**src/rtl/picosoc_bus_pkg.sv**
```systemverilog
// picosoc_bus_pkg: shared widths and FSM encoding for the picorv32 native-bus interconnect.
// Optional build macro used by the interconnect: PICOSOC_BUS_TIMEOUT_EN.
package picosoc_bus_pkg;

  localparam int WORD_W = 32;
  localparam int STRB_W = 4;
  localparam int TMO_W  = 16;

  localparam logic [1:0] ST_IDLE   = 2'd0;
  localparam logic [1:0] ST_ACTIVE = 2'd1;
  localparam logic [1:0] ST_RESP   = 2'd2;

  typedef enum logic [1:0] {
    BUS_IDLE   = ST_IDLE,
    BUS_ACTIVE = ST_ACTIVE,
    BUS_RESP   = ST_RESP
  } bus_state_e;

endpackage

```
**src/rtl/picosoc_bus_decode.sv**
```systemverilog
// picosoc_bus_decode: combinational address-window decoder.
// Overlapping windows resolve to the lowest slave index; kept standalone so other
// master ports can reuse the same decode.
module picosoc_bus_decode
  import picosoc_bus_pkg::*;
#(
  parameter int                           NUM_SLAVES = 4,
  parameter logic [NUM_SLAVES*WORD_W-1:0] SLAVE_BASE = {NUM_SLAVES{32'h0000_0000}},
  parameter logic [NUM_SLAVES*WORD_W-1:0] SLAVE_MASK = {NUM_SLAVES{32'hFFFF_FF00}}
) (
  input  logic [WORD_W-1:0]     i_addr,
  output logic                  o_hit,
  output logic [NUM_SLAVES-1:0] o_sel
);

  // Priority decode: the first window that matches claims the access.
  always_comb begin
    o_hit = 1'b0;
    o_sel = {NUM_SLAVES{1'b0}};
    for (int i = 0; i < NUM_SLAVES; i++) begin
      if (!o_hit && ((i_addr & SLAVE_MASK[WORD_W*i +: WORD_W]) ==
                     (SLAVE_BASE[WORD_W*i +: WORD_W] & SLAVE_MASK[WORD_W*i +: WORD_W]))) begin
        o_hit    = 1'b1;
        o_sel[i] = 1'b1;
      end else begin
        o_sel[i] = 1'b0;
      end
    end
  end

endmodule

```
**src/rtl/picosoc_bus_ic.sv**
```systemverilog
// picosoc_bus_ic: N-slave interconnect for the picorv32 native memory bus.
// Registers the request toward one decoded slave and returns a single registered
// m_ready/m_rdata. Decode misses (and, with PICOSOC_BUS_TIMEOUT_EN defined, hung
// slaves) complete with DEFAULT_RDATA and an err_pulse instead of stalling the CPU.
module picosoc_bus_ic
  import picosoc_bus_pkg::*;
#(
  parameter int                           NUM_SLAVES     = 4,
  parameter logic [NUM_SLAVES*WORD_W-1:0] SLAVE_BASE     = {NUM_SLAVES{32'h0000_0000}},
  parameter logic [NUM_SLAVES*WORD_W-1:0] SLAVE_MASK     = {NUM_SLAVES{32'hFFFF_FF00}},
  parameter logic [WORD_W-1:0]            DEFAULT_RDATA  = 32'hDEAD_BEEF,
  parameter int                           TIMEOUT_CYCLES = 255
) (
  input  logic                         clk,
  input  logic                         reset,
  input  logic                         m_valid,
  input  logic                         m_instr,
  input  logic [WORD_W-1:0]            m_addr,
  input  logic [WORD_W-1:0]            m_wdata,
  input  logic [STRB_W-1:0]            m_wstrb,
  output logic                         m_ready,
  output logic [WORD_W-1:0]            m_rdata,
  output logic [NUM_SLAVES-1:0]        s_valid,
  output logic                         s_instr,
  output logic [WORD_W-1:0]            s_addr,
  output logic [WORD_W-1:0]            s_wdata,
  output logic [STRB_W-1:0]            s_wstrb,
  input  logic [NUM_SLAVES-1:0]        s_ready,
  input  logic [NUM_SLAVES*WORD_W-1:0] s_rdata,
  output logic                         err_pulse,
  output logic [WORD_W-1:0]            err_addr
);

  // Reject configurations the counter and select vector cannot represent.
  if (NUM_SLAVES < 1 || NUM_SLAVES > 16) begin : g_bad_num_slaves
    $error("picosoc_bus_ic: NUM_SLAVES out of range 1..16");
  end
  if (TIMEOUT_CYCLES < 1 || TIMEOUT_CYCLES > 65535) begin : g_bad_timeout
    $error("picosoc_bus_ic: TIMEOUT_CYCLES out of range 1..65535");
  end

  bus_state_e              r_state;
  logic [NUM_SLAVES-1:0]   r_sel;
  logic                    r_m_ready;
  logic [WORD_W-1:0]       r_m_rdata;
  logic [NUM_SLAVES-1:0]   r_s_valid;
  logic                    r_s_instr;
  logic [WORD_W-1:0]       r_s_addr;
  logic [WORD_W-1:0]       r_s_wdata;
  logic [STRB_W-1:0]       r_s_wstrb;
  logic                    r_err_pulse;
  logic [WORD_W-1:0]       r_err_addr;

  logic                    w_hit;
  logic [NUM_SLAVES-1:0]   w_sel;
  logic                    w_sel_ready;
  logic [WORD_W-1:0]       w_sel_rdata;
  logic                    w_tmo_expire;

  picosoc_bus_decode #(
    .NUM_SLAVES (NUM_SLAVES),
    .SLAVE_BASE (SLAVE_BASE),
    .SLAVE_MASK (SLAVE_MASK)
  ) u_decode (
    .i_addr (m_addr),
    .o_hit  (w_hit),
    .o_sel  (w_sel)
  );

  // Steer only the latched slave's ready/rdata back toward the CPU.
  always_comb begin
    w_sel_ready = |(s_ready & r_sel);
    w_sel_rdata = {WORD_W{1'b0}};
    for (int i = 0; i < NUM_SLAVES; i++) begin
      w_sel_rdata = w_sel_rdata | (s_rdata[WORD_W*i +: WORD_W] & {WORD_W{r_sel[i]}});
    end
  end

`ifdef PICOSOC_BUS_TIMEOUT_EN
  localparam logic [TMO_W-1:0] TMO_LAST = TMO_W'(TIMEOUT_CYCLES - 1);

  logic [TMO_W-1:0] r_tmo_cnt;

  // Count ACTIVE cycles left unanswered; cleared in IDLE so each access starts at zero.
  always_ff @(posedge clk) begin
    if (reset) begin
      r_tmo_cnt <= {TMO_W{1'b0}};
    end else if (r_state == BUS_IDLE) begin
      r_tmo_cnt <= {TMO_W{1'b0}};
    end else if (r_state == BUS_ACTIVE && !w_sel_ready) begin
      r_tmo_cnt <= r_tmo_cnt + {{(TMO_W-1){1'b0}}, 1'b1};
    end else begin
      r_tmo_cnt <= r_tmo_cnt;
    end
  end

  // Expiry is the last unanswered ACTIVE cycle; a same-cycle s_ready still wins in the FSM.
  assign w_tmo_expire = (r_tmo_cnt == TMO_LAST);
`else
  assign w_tmo_expire = 1'b0;
`endif

  // Request FSM; every CPU- and slave-facing output is a register written here.
  always_ff @(posedge clk) begin
    if (reset) begin
      r_state     <= BUS_IDLE;
      r_sel       <= {NUM_SLAVES{1'b0}};
      r_m_ready   <= 1'b0;
      r_m_rdata   <= {WORD_W{1'b0}};
      r_s_valid   <= {NUM_SLAVES{1'b0}};
      r_s_instr   <= 1'b0;
      r_s_addr    <= {WORD_W{1'b0}};
      r_s_wdata   <= {WORD_W{1'b0}};
      r_s_wstrb   <= {STRB_W{1'b0}};
      r_err_pulse <= 1'b0;
      r_err_addr  <= {WORD_W{1'b0}};
    end else begin
      r_m_ready   <= 1'b0;
      r_err_pulse <= 1'b0;
      case (r_state)
        BUS_IDLE: begin
          if (m_valid && w_hit) begin
            r_sel     <= w_sel;
            r_s_valid <= w_sel;
            r_s_instr <= m_instr;
            r_s_addr  <= m_addr;
            r_s_wdata <= m_wdata;
            r_s_wstrb <= m_wstrb;
            r_state   <= BUS_ACTIVE;
          end else if (m_valid) begin
            // Unmapped: writes are dropped, reads see the default pattern.
            r_m_rdata   <= DEFAULT_RDATA;
            r_err_pulse <= 1'b1;
            r_err_addr  <= m_addr;
            r_m_ready   <= 1'b1;
            r_state     <= BUS_RESP;
          end else begin
            r_state <= BUS_IDLE;
          end
        end
        BUS_ACTIVE: begin
          if (w_sel_ready) begin
            r_m_rdata <= w_sel_rdata;
            r_s_valid <= {NUM_SLAVES{1'b0}};
            r_m_ready <= 1'b1;
            r_state   <= BUS_RESP;
          end else if (w_tmo_expire) begin
            r_m_rdata   <= DEFAULT_RDATA;
            r_s_valid   <= {NUM_SLAVES{1'b0}};
            r_err_pulse <= 1'b1;
            r_err_addr  <= r_s_addr;
            r_m_ready   <= 1'b1;
            r_state     <= BUS_RESP;
          end else begin
            r_state <= BUS_ACTIVE;
          end
        end
        BUS_RESP: begin
          // m_ready is high for this one cycle; m_valid is deliberately not sampled here.
          r_state <= BUS_IDLE;
        end
        default: begin
          r_s_valid <= {NUM_SLAVES{1'b0}};
          r_state   <= BUS_IDLE;
        end
      endcase
    end
  end

  assign m_ready   = r_m_ready;
  assign m_rdata   = r_m_rdata;
  assign s_valid   = r_s_valid;
  assign s_instr   = r_s_instr;
  assign s_addr    = r_s_addr;
  assign s_wdata   = r_s_wdata;
  assign s_wstrb   = r_s_wstrb;
  assign err_pulse = r_err_pulse;
  assign err_addr  = r_err_addr;

endmodule

```
**config.mk**
```make
export PLATFORM = sky130hd
export DESIGN_NAME = picosoc_bus_ic
export DESIGN_NICKNAME = d
export VERILOG_FILES = /design/src/rtl/picosoc_bus_pkg.sv /design/src/rtl/picosoc_bus_decode.sv /design/src/rtl/picosoc_bus_ic.sv
export SDC_FILE = /design/constraint.sdc
export NUM_CORES = 1
export LEC_CHECK = 0
export BUFFER_PORTS_ARGS = -buffer_cell sky130_fd_sc_hd__buf_4
export CAP_MARGIN = 20
export CORE_AREA = 2 2 133 135
export DETAILED_ROUTE_END_ITERATION = 12
export DIE_AREA = 0 0 135 137
export PLACE_DENSITY = 0.73
export SLEW_MARGIN = 20
export SYNTH_ARGS = -nofsm -noshare
export SYNTH_HDL_FRONTEND = slang
export SYNTH_SLANG_ARGS = --single-unit
```
**constraint.sdc**
```tcl
create_clock -name clk -period 1.9 [get_ports clk]
set_input_delay 0 -clock clk [delete_from_list [all_inputs] [get_ports clk]]
set_output_delay 0 -clock clk [all_outputs]
set_load 0.02 [all_outputs]
```
### Word-level counts from Yosys, hierarchy flattened

Index checks and enable logic that the tools add are counted.

* eq/ne operators: 6
* multiplexer cells: 22
* bitwise gates (word level): 11
* reduce and logical (&&, ||, !) cells: 16

Operators by type and width (number)
* bitwise AND 32 bit: 4
* 2-to-1 mux 32 bit: 3
* bitwise OR 32 bit: 3
* case mux 32 bit (2 select lines): 1
* logical NOT 32 bit: 1
* case mux 4 bit (3 select lines): 1
* 2-to-1 mux 1 bit: 10
* 2-to-1 mux 4 bit: 2
* inequality test 2 bit, second input constant: 4
* 2-to-1 mux 2 bit: 3
* AND reduction 3 bit: 2
* bitwise AND 4 bit: 1
* logical AND 1 bit: 4
* case mux 2 bit (2 select lines): 1
* AND reduction 4 bit: 1
* OR reduction 4 bit: 1
* logical NOT 1 bit: 3
* inverter 1 bit: 3
* == test 2 x 1 -> 1 bit, second input constant: 1
* == test 2 bit, second input constant: 1
* logical NOT 2 bit: 1
* case mux 1 bit (2 select lines): 1
* AND reduction 2 bit: 1
* nonzero test 2 bit: 1
* OR reduction 2 bit: 1

* register bits after elaboration: 145
* input port bits: 204
* output and inout bits: 139
* word-level logic and storage cells: 66

### Logic depth before layout (Yosys ltp)

Gate-level depths: netlist of run 1.

* depth after elaboration: 14
* gate-level depth with buffers: 7
* gate-level depth less buffers: 4

### Cells and area by module

A second synthesis of run 1 with hierarchy kept.

* cell total of the unflattened synthesis: 747
* area, all modules: 6014.5 um^2

Modules (own cells, without submodules)
* picosoc_bus_ic: times used 1, cells each 733, area an instance 5923.2 um^2, sequential area each 2882.8 um^2
* picosoc_bus_decode: times used 1, cells each 14, area an instance 91.3 um^2, sequential area each 0.0 um^2

### Least setup slack after synthesis of run 1

Ideal clock, no wire load.

* path type: register to register
* from: reg, netlist name m_ready
* to: reg r_s_wdata[12] (netlist: s_wdata[12])
* setup time: 132 ps
* data arrival time: 1664 ps
* data required time: 1768 ps
* path slack: 104 ps
* cell stages (with the launch flop): 6
* buffers on the path: 2
* period minus slack after synthesis: 1796 ps
* cells stage by stage: dfxtp_1 or3b_2 clkbuf_1 buf_1 o31ai_2 a21oi_1

RTL lines
* to (signal assigned): line picosoc_bus_ic.sv:113 `r_s_wdata <= {WORD_W{1'b0}};`
* to (signal assigned): line picosoc_bus_ic.sv:127 `r_s_wdata <= m_wdata;`
* to (decl): line picosoc_bus_ic.sv:49 `logic [WORD_W-1:0] r_s_wdata;`

### Worst setup path in the final report of run 1

* from: in m_addr[18]
* to: reg r_err_addr[20] (netlist: err_addr[20])

* cells in the longest elaborated chain, start to end: 14

RTL lines
* from (decl): line picosoc_bus_ic.sv:18 `input logic [WORD_W-1:0] m_addr,`
* logical NOT 32 bit *: line picosoc_bus_decode.sv:21 `if (!o_hit && ((i_addr & SLAVE_MASK[WORD_W*i +: WORD_W]) ==`
* 2-to-1 mux 1 bit: line picosoc_bus_decode.sv:21
* logical NOT 1 bit: line picosoc_bus_decode.sv:21
* logical AND 1 bit: line picosoc_bus_decode.sv:21
* 2-to-1 mux 1 bit: line picosoc_bus_decode.sv:21
* logical NOT 1 bit: line picosoc_bus_decode.sv:21
* logical AND 1 bit: line picosoc_bus_decode.sv:21
* 2-to-1 mux 1 bit: line picosoc_bus_decode.sv:21
* logical NOT 1 bit: line picosoc_bus_decode.sv:21
* logical AND 1 bit: line picosoc_bus_decode.sv:21
* 2-to-1 mux 1 bit *: line picosoc_bus_decode.sv:21
* logical AND 1 bit *: line picosoc_bus_ic.sv:122 `if (m_valid && w_hit) begin`
* inverter 1 bit (no source line) *
* AND reduction 3 bit (no source line) *
* to (signal assigned): line picosoc_bus_ic.sv:116 `r_err_addr <= {WORD_W{1'b0}};`
* to (signal assigned): line picosoc_bus_ic.sv:134 `r_err_addr <= m_addr;`
* to (signal assigned): line picosoc_bus_ic.sv:151 `r_err_addr <= r_s_addr;`
* to (decl): line picosoc_bus_ic.sv:52 `logic [WORD_W-1:0] r_err_addr;`

Mark *: on every way between the ends. The rest lies on a longest branch, timed or not.
A chain may end at the register's enable or synchronous reset.

==> results of run 1 <==
==> metal layers <==
metal  wire (um)  part of all wire [%]
met1        8220                    43
met4         375                   1.9
met5           0                     0
met3        1384                   7.2
met2        9359                    48
==> stage by stage <==
stage | setup TNS [ns] | hold WS [ns] | cell area, um2
final | -0.001532 | 0.09446 | 9563
after detailed placement | 0 | 0.2000 | 7815
after CTS | 0 | 0.09409 | 9448
after global routing | -0.1148 | 0.1516 | 9563
after global placement | 0 | 0.1935 | 7815
after floorplan | 0 | 0.1085 | 5689
==> power breakdown <==
group          switching [mW]  leakage [nW]  internal, mW
Combinational           0.478          2.49         0.529
Clock                    1.33         0.291          2.07
Sequential             0.0513          1.13          2.99
Total                    1.86          3.90          5.59
==> cell type report <==
class / count / share of cell area, %
Timing Repair Buffer: 376 / 33.73
Clock buffer: 18 / 4.488
Tap cell: 225 / 2.944
Multi-Input combinational cell: 414 / 27.75
Clock inverter: 14 / 1.806
Sequential cell: 138 / 28.89
Inverter: 10 / 0.3925
==> state kept, by name, summed over array words and instances, names as in the netlist <==
register / flops
s_addr: 32
s_wstrb: 4
err_addr: 32
m_rdata: 32
r_state: 1
s_wdata: 32
s_valid: 1
r_sel: 1
s_instr: 1
m_ready: 1
err_pulse: 1
==> critical path: cells and delay by family <==
family	cells	cell delay [ns]
AND/OR/NAND/NOR	3	1.08
AO/OA/AOI/OAI	1	0.16
buffers and inverters	4	1.02
==> worst paths after layout <==
kind	end	slack (ns)	cells past startpoint
min	err_addr[1]	0.09	5
max reg2reg	s_addr[28]	0.19	6
min reg2reg	s_addr[4]	0.46	2
max	err_addr[20]	-0.002	8
==> logic make-up (layout without fill, tap and decap cells) <==
logic type	Yosys count	count (layout)	share of synthesized area, %
other cells	1	3	0.06600
compound gates	180	180	24.18
simple gates	223	223	19.23
mux	8	8	1.409
flops	138	138	48.62
buf+inv	83	418	6.496
==> Yosys cell counts, types with 20 or more instances <==
cell and n:
a21oi_1 65, a311o_1 24, and2_1 26, clkbuf_1 50
dfxtp_1 138, nand2_1 80, nand4_1 38, nor2_1 33
nor3_1 25, o21a_1 25, o31ai_1 25, o31ai_2 20
==> repair_timing <==
| item | in CTS | in global routing |
|---|---|---|
| hold endpoints to repair | 105 | 0 |
| buffers inserted | 0 | 4 |
| hold buffers | 103 | 0 |
| endpoints found under the setup margin | 0 | 68 |
| gates resized for setup | 0 | 17 |
==> impl_metrics.toml, run 1 <==
[clocking]
cts_root_buf = "clkbuf_16"
cts_tree = "built"
cts_made_buffers = 17
htree_levels = 4
cts.sinks = 138
clockBufferDepth = 2
path_clk_slew_ns = 0.06
clk_latency_ns = 0.42

[sta]
finalClockSkew_ns = 0.01032
timing.fmax_mhz = 525.9
final_max_slew_viol_count = 0
fin_crit_sh_pct = 100.1
setup_slack_ns = -0.001532
hold_viol = 0
period_minus_slack_ns = 1.902
finalSetupViolCount = 1

[pwr]
power_mw = 7.451
peakVddDrop_uv = 569.8
leakage_nw = 3.901
powerDensity_mw_per_mm2 = 779.2

[finish]
syn2layout_area_growth_pct = 68.31
post-route-util_pct = 56.07
n_fill_cell = 1450
ff_latch_area_mm2 = 0.002763
multi_input_area_mm2 = 0.002654
nets = 1161
final_cell_mix = "buf_4 (260), dfxtp_1 (138), dlygate4sd3_1 (103)"
n_antenna_cell = 0
final_common_cell = "buf_4"
layout-drive-gt1-share_pct = 35.15
final_cells = 1195

[detailed_routing]
vias = 6057
drt.antenna.violating_nets = 0
wirelength_um = 19340
drc = 0
first_pass_iters = 5
wire_per_inst_um = 16.18
drtIter0Drc = 359
vias_per_cell = 5.069

[worst_setup_path]
r2r_start = "m_ready"
end_kind = "register"
crit_slowest_cell = "dlygate4sd3_1"
crit_path_start_kind = "input pin"
critPathMaxFanout = 12
crit_path_frequent_cell = "buf_4"
cp.arrival_ns = 2.26
path_cells = "dlygate4sd3_1 -> buf_4 -> or4_4 -> or2_4 -> buf_6 -> buf_4 -> nor3_1 -> a311o_1"
cp.required_ns = 2.26
critPathLaunch = "m_addr[18]"
critPathMaxStageDelay_ns = 0.54
crit_type = "input pin to register"

[logic_synthesis]
syn_avg_cell_area_um2 = 8.976
synth_area_mm2 = 0.005682
syn_inst = 633
ys_warn_count = 0
synthTopCellsByArea = "dfxtp_1 (49%), a21oi_1 (5.7%), nand2_1 (5.3%)"
ys_types = 37
ys_ff_latch = 138
ys_seq_area_share_pct = 48.62
synth_area_leader_cell = "dfxtp_1"
synth_ff_type = "dfxtp_1"
synth_edf_count = 0
async_reset_ff_share_pct = 0
netlist.area_leader.share_pct = 48.62

[floorplanning]
die_w_um = 135
core_area_mm2 = 0.01706
rows = 48
io_pins = 343
start_util_pct = 33.31
die_h_um = 137
dieArea_mm2 = 0.01850

[global_routing]
first_global_vias = 5966
grtUsageMet1_pct = 24.35
grtUsageTotal_pct = 20.08
grt_max_degree = 60
antenna_found_initial = 0
grt_use_met3_pct = 5.630
met2_usage_pct = 34.07
overflow = 0
busiest_layer = "met2"
grt_pass1_wl_um = 29900

[placed_design]
dp.cells = 1056
gp_congestion = 0.7693
dpl_worst_slack_ns = 0.09043
hpwl_um = 11690
portBuffers = 240

[hold_path]
min-delay-start = "reset"
hp-class = "input pin to register"

[run]
drv_cap = 0

[run_status]
status = "finished, violations left"
violations = "setup timing"
(Power assumes the default switching activity.)
==> inputs of run 2 (changes only) <==
--- a/config.mk
+++ b/config.mk
@@ -11,6 +11,7 @@
 export DETAILED_ROUTE_END_ITERATION = 12
 export DIE_AREA = 0 0 135 137
 export PLACE_DENSITY = 0.73
+export RECOVER_POWER = 100
 export SLEW_MARGIN = 20
 export SYNTH_ARGS = -nofsm -noshare
 export SYNTH_HDL_FRONTEND = slang
==> run 2 against run 1 <==
  * The flow now finishes without violations
  * Clock-buffer cell count did not move
  * Utilization fell by 3.1 points
  * Sequential share of layout area rose by 1.7 points
  * Register-to-register slack got worse by 0.05 ns
  * Non-clock buffer count did not move
  * Sequential power barely moved
  * Largest cell class is now sequential cells
==> impl_metrics.toml, run 2 (same netlist as run 1, synthesis figures left out) <==
[sta]
period_minus_slack_ns = 1.892
setup_slack_ns = 0.007922
worst_pin_slew_ns = 0.5005
fin_crit_sh_pct = 99.58
maxSlewHeadroom_pct = 66.63
final_max_slew_viol_count = 0
hold_viol = 0
finalClockSkew_ns = 0.006087
final.setup.tns_ns = 0
timing.fmax_mhz = 528.5
finalSetupViolCount = 0
hold_slack_ns = 0.09484

[finish]
n_fill_cell = 1641
syn2layout_area_growth_pct = 58.86
final_cells = 1195
nets = 1161
n_antenna_cell = 0
post-route-util_pct = 52.92
final_cell_mix = "clkbuf_1 (138), dfxtp_1 (138), buf_4 (120)"
ff_latch_area_mm2 = 0.002763
postLayoutCellArea_mm2 = 0.009026
multi_input_area_mm2 = 0.002639
layout-drive-gt1-share_pct = 20.72

[detailed_routing]
drt.antenna.violating_nets = 0
drc = 0
vias_per_cell = 5.101
vias = 6096
wirelength_um = 19350
first_pass_iters = 5
wire_per_inst_um = 16.19
drtIter0Drc = 354

[worst_setup_path]
crit_path_start_kind = "input pin"
cp.required_ns = 2.26
critPathMaxFanout = 12
cp.arrival_ns = 2.25
rr_worst_depth = 6
crit_type = "input pin to register"
rr_endpoint = "s_addr[24]"
r2r_start = "m_ready"
reg2reg_slack_ns = 0.14
end_kind = "register"

[pwr]
p_sw_share_pct = 25.21
pwr-share-comb_pct = 12.6
peakVddDrop_uv = 572.1
p_sw_mw = 1.858
p_seq_share_pct = 41.2
clkPwrFrac_pct = 46.2
power_mw = 7.371
p_int_mw = 5.513
leakage_nw = 3.319
powerDensity_mw_per_mm2 = 816.6

[floorplanning]
dieArea_mm2 = 0.01850
start_util_pct = 33.31
die_h_um = 137
rows = 48
io_pins = 343
core_area_mm2 = 0.01706
die_w_um = 135

[clocking]
cts_made_buffers = 17
htree_levels = 4
cts.sinks = 138
clk_latency_ns = 0.42
clockBufferDepth = 2
cts_root_buf = "clkbuf_16"
path_clk_slew_ns = 0.06
cts_tree = "built"

[hold_path]
hp-class = "input pin to register"
min_path_cells = 5
min-delay-start = "reset"
min_to = "err_addr[1]"

[placed_design]
hpwl_um = 11690
portBuffers = 240
dpl_worst_slack_ns = 0.09043
dp.cells = 1056
postPlaceCellArea_mm2 = 0.007815
gp_congestion = 0.7693

[global_routing]
overflow = 0
grt_max_degree = 60
antenna_found_initial = 0
grt_pass1_wl_um = 29900
first_global_vias = 5966
grtUsageTotal_pct = 20.08

[run_status]
status = "completed"

[run]
drv_cap = 0
run 2: power groups by stage:
stage	Sequential (mW)	Clock [mW]	Combinational, mW
after floorplan	3.22	0	0.268
after global placement	3.10	0	0.806
after detailed placement	3.10	0	0.812
after CTS	3.04	3.48	0.987
after global routing	3.05	3.59	0.994
final	3.04	3.40	0.927
run 2: worst max path at each step:
stage	startpoint	endpoint	slack, ns
finish	m_addr[18]	err_addr[20]	0.008
global placement	m_addr[12]	err_addr[3]	0.15
floorplan	m_ready	s_wdata[12]	0.10
CTS	m_addr[13]	err_addr[3]	0.01
detailed placement	m_addr[12]	err_addr[3]	0.09
global route	m_addr[18]	err_addr[20]	-0.05
run 2: cell type report:
class | instances | area share (%)
Clock buffer | 18 | 4.755
Tap cell | 225 | 3.119
Clock inverter | 14 | 1.913
Sequential cell | 138 | 30.61
Timing Repair Buffer | 376 | 29.96
Inverter | 10 | 0.4159
Multi-Input combinational cell | 414 | 29.23
run 2: layer usage:
layer  track usage (%)  part of all wire (%)
met4             7.350                   2.2
met2             34.07                    48
met5                 0                     0
met3             5.630                   7.3
met1             24.35                    43
run 2: worst max-delay path, stage by stage:
cell,delay (ns)
dlygate4sd3_1,0.54
clkbuf_1,0.14
or4_4,0.55
or2_4,0.33
buf_6,0.14
buf_4,0.18
nor3_1,0.21
a311o_1,0.16
run 2: what timing repair did:
action                                  CTS  global route
gates resized for setup                   0            17
endpoints found under the setup margin    0            68
hold endpoints to repair                105             0
hold buffers                            103             0
setup buffers                             0             4
==> inputs of run 3 (changes only) <==
--- a/config.mk
+++ b/config.mk
@@ -10,6 +10,7 @@
 export CORE_AREA = 2 2 133 135
 export DETAILED_ROUTE_END_ITERATION = 12
 export DIE_AREA = 0 0 135 137
+export GPL_TIMING_DRIVEN = 0
 export PLACE_DENSITY = 0.73
 export RECOVER_POWER = 100
 export SLEW_MARGIN = 20
==> run 3 against run 2 <==
  * Largest cell class unchanged
  * Register-to-register slack worse by 0.03 ns
  * First-iteration DRC count is 1.4% higher
  * Cell count is 3.1% higher
  * Highest routed layer unchanged
  * Clock power rose by 4%
  * Sequential share of layout area increased by 0.49 points
  * Die area unchanged
  * Clock skew barely moved
  * Global-route usage is 2.0 points higher
  * Worst setup slack better by 0.10 ns
==> impl_metrics.toml, run 3 (same netlist as run 1, synthesis figures left out) <==
[worst_setup_path]
crit_path_start_kind = "register"
crit_type = "register to register"
critPathMaxFanout = 10
reg2reg_slack_ns = 0.11
end_kind = "register"
cp.required_ns = 2.18
cp.arrival_ns = 2.07

[placed_design]
dp.cells = 1099
gp_congestion = 0.7963
portBuffers = 239
hpwl_um = 14030

[global_routing]
antenna_found_initial = 0
grt_pass1_wl_um = 32240
grtUsageTotal_pct = 22.07
overflow = 0
grt_max_degree = 17
first_global_vias = 6237

[finish]
n_fill_cell = 1710
nets = 1198
final_cell_mix = "clkbuf_1 (177), dfxtp_1 (137), buf_4 (108)"
ff_latch_area_mm2 = 0.002764
post-route-util_pct = 52.11
multi_input_area_mm2 = 0.002517
final_common_cell = "clkbuf_1"
final_cells = 1232
layout-drive-gt1-share_pct = 17.68
syn2layout_area_growth_pct = 56.42
n_antenna_cell = 0

[detailed_routing]
vias_per_cell = 5.162
wirelength_um = 21040
drc = 0
wire_per_inst_um = 17.07
drtIter0Drc = 359
drt.antenna.violating_nets = 0
vias = 6360
first_pass_iters = 5

[floorplanning]
die_h_um = 137
dieArea_mm2 = 0.01850
die_w_um = 135
rows = 48
io_pins = 343
start_util_pct = 33.31
core_area_mm2 = 0.01706

[sta]
finalClockSkew_ns = 0.005956
fin_crit_sh_pct = 94.20
timing.fmax_mhz = 558.8
period_minus_slack_ns = 1.790
rsz0062_at_grt = "false"
final_max_slew_viol_count = 0
worst_pin_slew_ns = 0.6601
hold_viol = 0
hold_slack_ns = 0.1878
finalSetupViolCount = 0
maxSlewHeadroom_pct = 56.00

[pwr]
p_int_mw = 5.634
clkPwrFrac_pct = 47.2
p_sw_share_pct = 24.98
p_seq_share_pct = 40.6
p_sw_mw = 1.876
leakage_nw = 3.280
peakVddDrop_uv = 585.8
pwr-share-comb_pct = 12.2
powerDensity_mw_per_mm2 = 845.0

[clocking]
htree_levels = 4
cts_made_buffers = 17
path_clk_slew_ns = 0.06
clk_latency_ns = 0.42
cts.sinks = 138
cts_root_buf = "clkbuf_16"
clockBufferDepth = 2
cts_tree = "built"
cts_setup_buffers = 0

[hold_path]
hp-class = "input pin to register"

[run_status]
status = "completed"

[run]
drv_cap = 0
## run 3: changes by cell type in the layout (fill, tap and decap cells not counted), moves of 9 or more
cell	previous run	this run
clkbuf_1	138	177
o31ai_2	16	7
clkbuf_2	0	14
buf_4	120	108
o31ai_1	28	38
buf_12	10	0
## run 3: metrics by stage
step	total power, mW	setup WS [ns]	cell area (um2)	setup TNS (ns)
floorplan	3.485	0.1042	5689	0
global placement	3.909	-0.4382	7765	-36.49
detailed placement	3.917	-0.4530	7765	-39.66
CTS	7.636	0.002764	9447	0
global route	7.771	0.008747	8887	0
finish	7.510	0.1103	8887	0
## run 3: worst paths after layout
path         cells after the start       from     endpoint
max                              5    m_ready  s_wdata[20]
min                              3      reset    s_addr[3]
min reg2reg                      2  s_addr[7]    s_addr[7]
max reg2reg                      5    m_ready  s_wdata[20]
## run 3: cell type report
| class | count | area share (%) |
|---|---|---|
| Sequential cell | 138 | 31.10 |
| Multi-Input combinational cell | 414 | 28.33 |
| Timing Repair Buffer | 341 | 25.97 |
| Clock buffer | 18 | 4.829 |
| Buffer | 72 | 3.984 |
| Tap cell | 225 | 3.168 |
| Clock inverter | 14 | 2.196 |
| Inverter | 10 | 0.4224 |
## run 3: per-layer routing
layer	vias to the layer above	GRT usage (%)	wire, um
met2	284	36.63	9934
li1	3014	-	-
met1	3020	26.97	8912
met4	0	8.449	500
met5	-	0	0
met3	42	6.667	1687
## run 3: worst max-delay path, cell delays in order (launching register included)
cell	delay [ns]
dfxtp_2	0.37
or3b_2	0.48
clkbuf_4	0.22
buf_2	0.22
o31ai_1	0.25
a21oi_1	0.11
## run 3: what timing repair did
item                                   CTS  global route
hold buffers                           102             0
setup endpoints to repair              130            98
gates resized for setup                 14            17
endpoints found under the hold margin  103             0
pin swaps                                0             1
## run 3: power by group through the flow
stage          logic [mW]  registers (mW)  clock network (mW)
5_1_grt             0.986            3.06                3.73
2_1_floorplan       0.268            3.22                   0
4_1_cts             0.984            3.05                3.61
3_5_place_dp        0.809            3.11                   0
3_3_place_gp        0.803            3.11                   0
6_report            0.920            3.05                3.54
